$ cat config.mk
export PLATFORM = sky130hd
export DESIGN_NAME = arm_decode_stage
export DESIGN_NICKNAME = d
export VERILOG_FILES = /design/src/rtl/arm_decode_stage.sv
export SDC_FILE = /design/constraint.sdc
export NUM_CORES = 1
export LEC_CHECK = 0
export ABC_CLOCK_PERIOD_IN_PS = 4900
export BUFFER_PORTS_ARGS = -buffer_cell sky130_fd_sc_hd__buf_2
export CAP_MARGIN = 20
export CORE_MARGIN = 2
export CORE_UTILIZATION = 50
export DETAILED_ROUTE_END_ITERATION = 16
export GPL_TIMING_DRIVEN = 0
export HOLD_SLACK_MARGIN = 0.08
export PLACE_DENSITY_LB_ADDON = 0.05
export SKIP_CTS_REPAIR_TIMING = 1
export SLEW_MARGIN = 25
export SYNTH_ARGS = -nofsm -noshare
export SYNTH_HDL_FRONTEND = slang
export SYNTH_SLANG_ARGS = --single-unit
$ cat constraint.sdc
create_clock -name clk -period 4.9 [get_ports clk]
set_input_delay 0.98 -clock clk [delete_from_list [all_inputs] [get_ports clk]]
set_output_delay 0.98 -clock clk [all_outputs]
set_load 0.05 [all_outputs]
$ cat src/rtl/arm_decode_stage.sv
// ID stage of the ARM subset pipeline: register file, control unit and
// condition check. Everything except the register file is combinational.
module arm_decode_stage (
  input  logic        clk,
  input  logic        rst,
  input  logic [31:0] inst,
  input  logic [31:0] result_wb,
  input  logic        write_back_en,
  input  logic [3:0]  dest_wb,
  input  logic        hazard,
  input  logic [3:0]  sr,
  output logic        wb_en,
  output logic        mem_r_en,
  output logic        mem_w_en,
  output logic        b,
  output logic        s,
  output logic [3:0]  exe_cmd,
  output logic [31:0] val_rn,
  output logic [31:0] val_rm,
  output logic        imm,
  output logic [11:0] shift_operand,
  output logic [23:0] signed_imm_24,
  output logic [3:0]  dest,
  output logic [3:0]  src1,
  output logic [3:0]  src2,
  output logic        two_src
);

  typedef struct packed {
    logic       wb;
    logic       mr;
    logic       mw;
    logic       b;
    logic       s;
    logic [3:0] cmd;
  } ctrl_t;

  logic [31:0] rf [15];
  logic [1:0]  mode;
  logic [3:0]  opcode;
  logic        s_bit;
  logic [3:0]  cond;
  logic        n_f, z_f, c_f, v_f;
  logic        cond_ok;
  ctrl_t       ctrl, ctrl_q;

  assign mode          = inst[27:26];
  assign opcode        = inst[24:21];
  assign s_bit         = inst[20];
  assign cond          = inst[31:28];
  assign {n_f, z_f, c_f, v_f} = sr;

  assign imm           = inst[25];
  assign shift_operand = inst[11:0];
  assign signed_imm_24 = inst[23:0];
  assign dest          = inst[15:12];
  assign src1          = inst[19:16];
  // Stores read Rd as the data operand, so the second port follows Rd
  assign src2          = ctrl.mw ? inst[15:12] : inst[3:0];
  assign two_src       = ~inst[25] | ctrl.mw;

  // Written on the falling edge so WB data is readable in the same cycle
  always_ff @(negedge clk or negedge rst) begin
    if (!rst) begin
      for (int i = 0; i < 15; i++) rf[i] <= 32'(i);
    end else if (write_back_en) begin
      for (int i = 0; i < 15; i++)
        if (dest_wb == 4'(i)) rf[i] <= result_wb;
    end
  end

  always_comb begin
    val_rn = '0;
    val_rm = '0;
    for (int i = 0; i < 15; i++) begin
      if (src1 == 4'(i)) val_rn = rf[i];
      if (src2 == 4'(i)) val_rm = rf[i];
    end
  end

  always_comb begin
    ctrl = '0;
    unique case (mode)
      2'b00: begin
        ctrl.s  = s_bit;
        ctrl.wb = 1'b1;
        case (opcode)
          4'b1101: ctrl.cmd = 4'b0001;
          4'b1111: ctrl.cmd = 4'b1001;
          4'b0100: ctrl.cmd = 4'b0010;
          4'b0101: ctrl.cmd = 4'b0011;
          4'b0010: ctrl.cmd = 4'b0100;
          4'b0110: ctrl.cmd = 4'b0101;
          4'b0000: ctrl.cmd = 4'b0110;
          4'b1100: ctrl.cmd = 4'b0111;
          4'b0001: ctrl.cmd = 4'b1000;
          4'b1010: begin ctrl.cmd = 4'b0100; ctrl.wb = 1'b0; end
          4'b1000: begin ctrl.cmd = 4'b0110; ctrl.wb = 1'b0; end
          default: ctrl = '0;
        endcase
      end
      2'b01: begin
        ctrl.cmd = 4'b0010;
        ctrl.mr  = s_bit;
        ctrl.wb  = s_bit;
        ctrl.mw  = ~s_bit;
      end
      2'b10:   ctrl.b = 1'b1;
      default: ctrl = '0;
    endcase
  end

  always_comb begin
    cond_ok = 1'b0;
    case (cond)
      4'b0000: cond_ok = z_f;
      4'b0001: cond_ok = ~z_f;
      4'b0010: cond_ok = c_f;
      4'b0011: cond_ok = ~c_f;
      4'b0100: cond_ok = n_f;
      4'b0101: cond_ok = ~n_f;
      4'b0110: cond_ok = v_f;
      4'b0111: cond_ok = ~v_f;
      4'b1000: cond_ok = c_f & ~z_f;
      4'b1001: cond_ok = ~c_f | z_f;
      4'b1010: cond_ok = (n_f == v_f);
      4'b1011: cond_ok = (n_f != v_f);
      4'b1100: cond_ok = ~z_f & (n_f == v_f);
      4'b1101: cond_ok = z_f | (n_f != v_f);
      4'b1110: cond_ok = 1'b1;
      default: cond_ok = 1'b0;
    endcase
  end

  assign ctrl_q   = (cond_ok && !hazard) ? ctrl : '0;
  assign wb_en    = ctrl_q.wb;
  assign mem_r_en = ctrl_q.mr;
  assign mem_w_en = ctrl_q.mw;
  assign b        = ctrl_q.b;
  assign s        = ctrl_q.s;
  assign exe_cmd  = ctrl_q.cmd;

endmodule

* Word-level counts from Yosys, hierarchy flattened *
Index checks and enable logic that the tools add are counted.

storage, ports and cells
  bits of input ports = 76
  flip-flop bits (word level) = 480
  output and inout bits = 123
  word-level logic and storage cells = 163

operators by class
  equality and inequality tests = 70
  bitwise logic cells = 11
  reductions and logical operators = 27
  muxes and demuxes = 40

operator list
  kind                  number
  $mux W32              30
  $eq A4 B4 Y1 const B  33
  $eq A4 B3 Y1 const B  19
  $eq A4 B2 Y1 const B  9
  $pmux W4 S9           1
  $reduce_and A2 Y1     15
  $eq A4 B1 Y1 const B  5
  $logic_not A4 Y1      5
  $pmux W1 S15          1
  $reduce_or A11 Y1     1
  $mux W9               1
  $reduce_or A9 Y1      1
  $pmux W4 S2           1
  $not A1 Y1            6
  $pmux W3 S2           1
  $mux W4               1
  $reduce_or A2 Y1      2
  $mux W1               3
  $or A1 B1 Y1          3
  $and A1 B1 Y1         2
  $eq A2 B1 Y1 const B  1
  $eq A2 B2 Y1 const B  1
  $logic_not A2 Y1      1
  $pmux W1 S2           1
  other kinds (4)       4

* Logic depth before layout (Yosys ltp) *
  word-level depth = 21
  depth in mapped cells = 10
  depth with buffers taken out = 8

==> summary.md <==
| Metric | Value |
|---|---|
| Run status | finished with violations |
| Violated checks | setup timing |
| VDD IR max | ~0.00028 V |
| Yosys top cell by area | dfrtn_1 |
| I/O Pins | a little under 200 |
| Final Max Slew Viols | 0 |
| Initial antenna violation count | 5 |
| Crit start category | input pin |
| Area growth from synthesis to layout | 21.4% |
| Hold path depth | 1 |
| Slew HR | 0.128 |
| Worst-Skew Late Latency | slightly above 0.6 ns |
| Number of hold violations in the final report | 0 |
| H-tree depth | 2 |
| Grt total ovfl | 0 |
| CP required | approximately 3.9 ns |
| Worst hold-check path type | flip-flop to flip-flop |
| Setup_tns | -46.22 ns |
| Max FFs per register | 480 |
| Antenna Nets Post-Route | 0 |
| CTS Buf Count | between 50 and 60 |
| Initial DRC count | 3,222 |
| # clock sinks | 480 |
| Hold_ws | about 0.47 ns |
| RSZ-0062 raised after global routing | yes |
| EDFF count, synth | 0 |
| # setup viols final | approximately 110 |
| Syn Nets | 2,288 |
| Starting density of the core | 0.507 |
| Share of post-route cells with drive strength above 1 | 0.463 |
| Syn avg cell area | around 11 µm² |
| Max FO, Critical Path | 10 |
| DR vias | between 20k and 25k |
| Clock Skew | 0 ns |
| Top reg by flops | rf |
| Ys flop type | dfrtn_1 |
| Row count | between 80 and 90 |
| Setup Crit Path Kind | input pin to primary output |
| Pin count of the biggest net entering global routing | between 80 and 90 |
| Most frequent cells in the layout | mux2_2, dfrtn_1, buf_2, a22oi_1, clkbuf_1 |
| Final #Nets | approximately 2.6k |
| Leak pwr | 0.0132 µW |
| Final worst path period share | 1.22 |
| Post-detail-place hpwl | approximately 77,000 µm |
| Most common cell after layout, fill and taps aside | mux2_2 |
| Worst Max-Slew Pin Slew | 1.31 ns |
| Crit path DAT | roughly 5.0 ns |
| Period minus WS final | about 6 ns |
| Ys Warns | 0 |
| Yosys top cell area share | 0.445 |
| TritonCTS clock tree | yes |
| Max cap viols | 0 |
| Clock tree buffer depth | 3 |
| Die Area | about 53,000 µm² |
| Synth Instances | around 2.2k |
| Sequential fraction of the synthesis area | 0.474 |
| PwrDens | ~440 nW/µm² |
| Critical Path End Type | primary output |
| Die H | approximately 230 µm |
| Path depth of the worst reg2reg path | 3 |
| Core Box Area | 50,200 µm² |
| Netlist cell types | 65 |
| Detailed Route WL | 118,000 µm |
| RePlAce Congestion | slightly above 1 |
| Clock root cell | clkbuf_16 |
| Die width | between 200 and 250 µm |
| Worst setup margin | -1.08 ns |
| First-pass GRT wire length | between 150,000 and 200,000 µm |
| Post-synth ARST share | 1.00 |
| Vias in the first global route | ~22k |
| Synth area leaders | dfrtn_1, mux2_2, a22oi_1, dfstp_2, a21oi_1 |
| Clock-pin slew on the worst setup and hold paths | 0.05 ns |
| Regs by FF count | rf (480) |
| DRC Markers | 0 |
| Syn Std Cell Area | between 20,000 and 30,000 µm² |
| Tot GR Track Use | 0.440 |
| Yosys reg bits | 480 |
| Pre-antenna DRT Iters | 8 |
| Port Buffers | approximately 190 |
| Place WS | -1.13 ns |
| Routed wire per std cell | 36.7 µm |
| Post-detailed-route via-to-cell ratio | around 7 |
| Fmax | around 170 MHz |
worst paths after layout:
check,startpoint,end,slack (ns)
setup / recovery,inst[16],val_rn[16],-1.08
hold / removal,rf[83],rf[83],0.47
setup reg to reg,rf[429],rf[429],3.88
hold reg to reg,rf[83],rf[83],0.47
max in group asynchronous,rst,rf[322],0.68
min in group asynchronous,rst,rf[69],2.62
layout make-up:
type	count	area (µm²)
Antenna cell	3	7.51
Buffer	242	1280
Clock buffer	84	1700
Clock inverter	43	229
Fill cell	4096	19300
Inverter	19	71.3
Multi-Input combinational cell	1470	13200
Sequential cell	480	12000
Tap cell	672	841
Timing Repair Buffer	205	1540
report_power, final:
part           internal, µW  switching [µW]
sequential             5020             848
combinational          1480            1800
clock                  2500            1830
critical path, cell delays in order:
cell and delay [ns]:
buf_2 0.22, inv_1 0.11, nor2_2 0.75, nand3_1 0.85, nand2_2 0.63, clkbuf_1 0.76, a21oi_1 0.18, a21oi_4 0.19
buf_2 0.27
cell usage after synthesis (all sizes together), types with 3 or more instances:
cell and n:
a211oi 10, a21o 3, a21oi 124, a221o 7, a221oi 64, a222oi 24
a22o 15, a22oi 119, a31oi 25, and2 5, and3 8, and4b 4
buf 106, clkbuf 136, dfrtn 452, dfstp 28, inv 20, mux2 504
mux2i 30, mux4 15, nand2 88, nand2b 12, nand3 60, nand3b 8
nand4 4, nor2 76, nor2b 5, nor3 20, nor3b 7, nor4b 8
nor4bb 7, o211ai 5, o21ai 82, o221ai 22, o22ai 78, or3 5
xnor2 3
per-layer routing:
metal	vias up	global-route usage	part of all wire
met5	-	0	0.00047
met4	8	0.312	0.081
met3	559	0.149	0.13
met2	1794	0.620	0.42
met1	11600	0.566	0.37
li1	9000	-	-
cells by family after synthesis:
kind of cell	synth area share
multiplexers	0.250
XOR/XNOR	0.00103
AO/OA/AOI/OAI	0.161
flip-flops	0.474
buffers and inverters	0.0492
AND/OR/NAND/NOR	0.0650
per-stage QoR:
| step | instances | total power, µW | utilization | area (µm²) |
|---|---|---|---|---|
| global placement | 3069 | 8660 | 0.549 | 27500 |
| CTS | 3203 | 13000 | 0.592 | 29700 |
| floorplan | 2212 | 7770 | - | 25800 |
| global route | 3215 | 13900 | 0.615 | 30900 |
| finish | 3218 | 13500 | 0.615 | 30900 |
| detailed placement | 3077 | 8790 | 0.554 | 27800 |
Note: power is estimated with default switching activity, not from simulation.
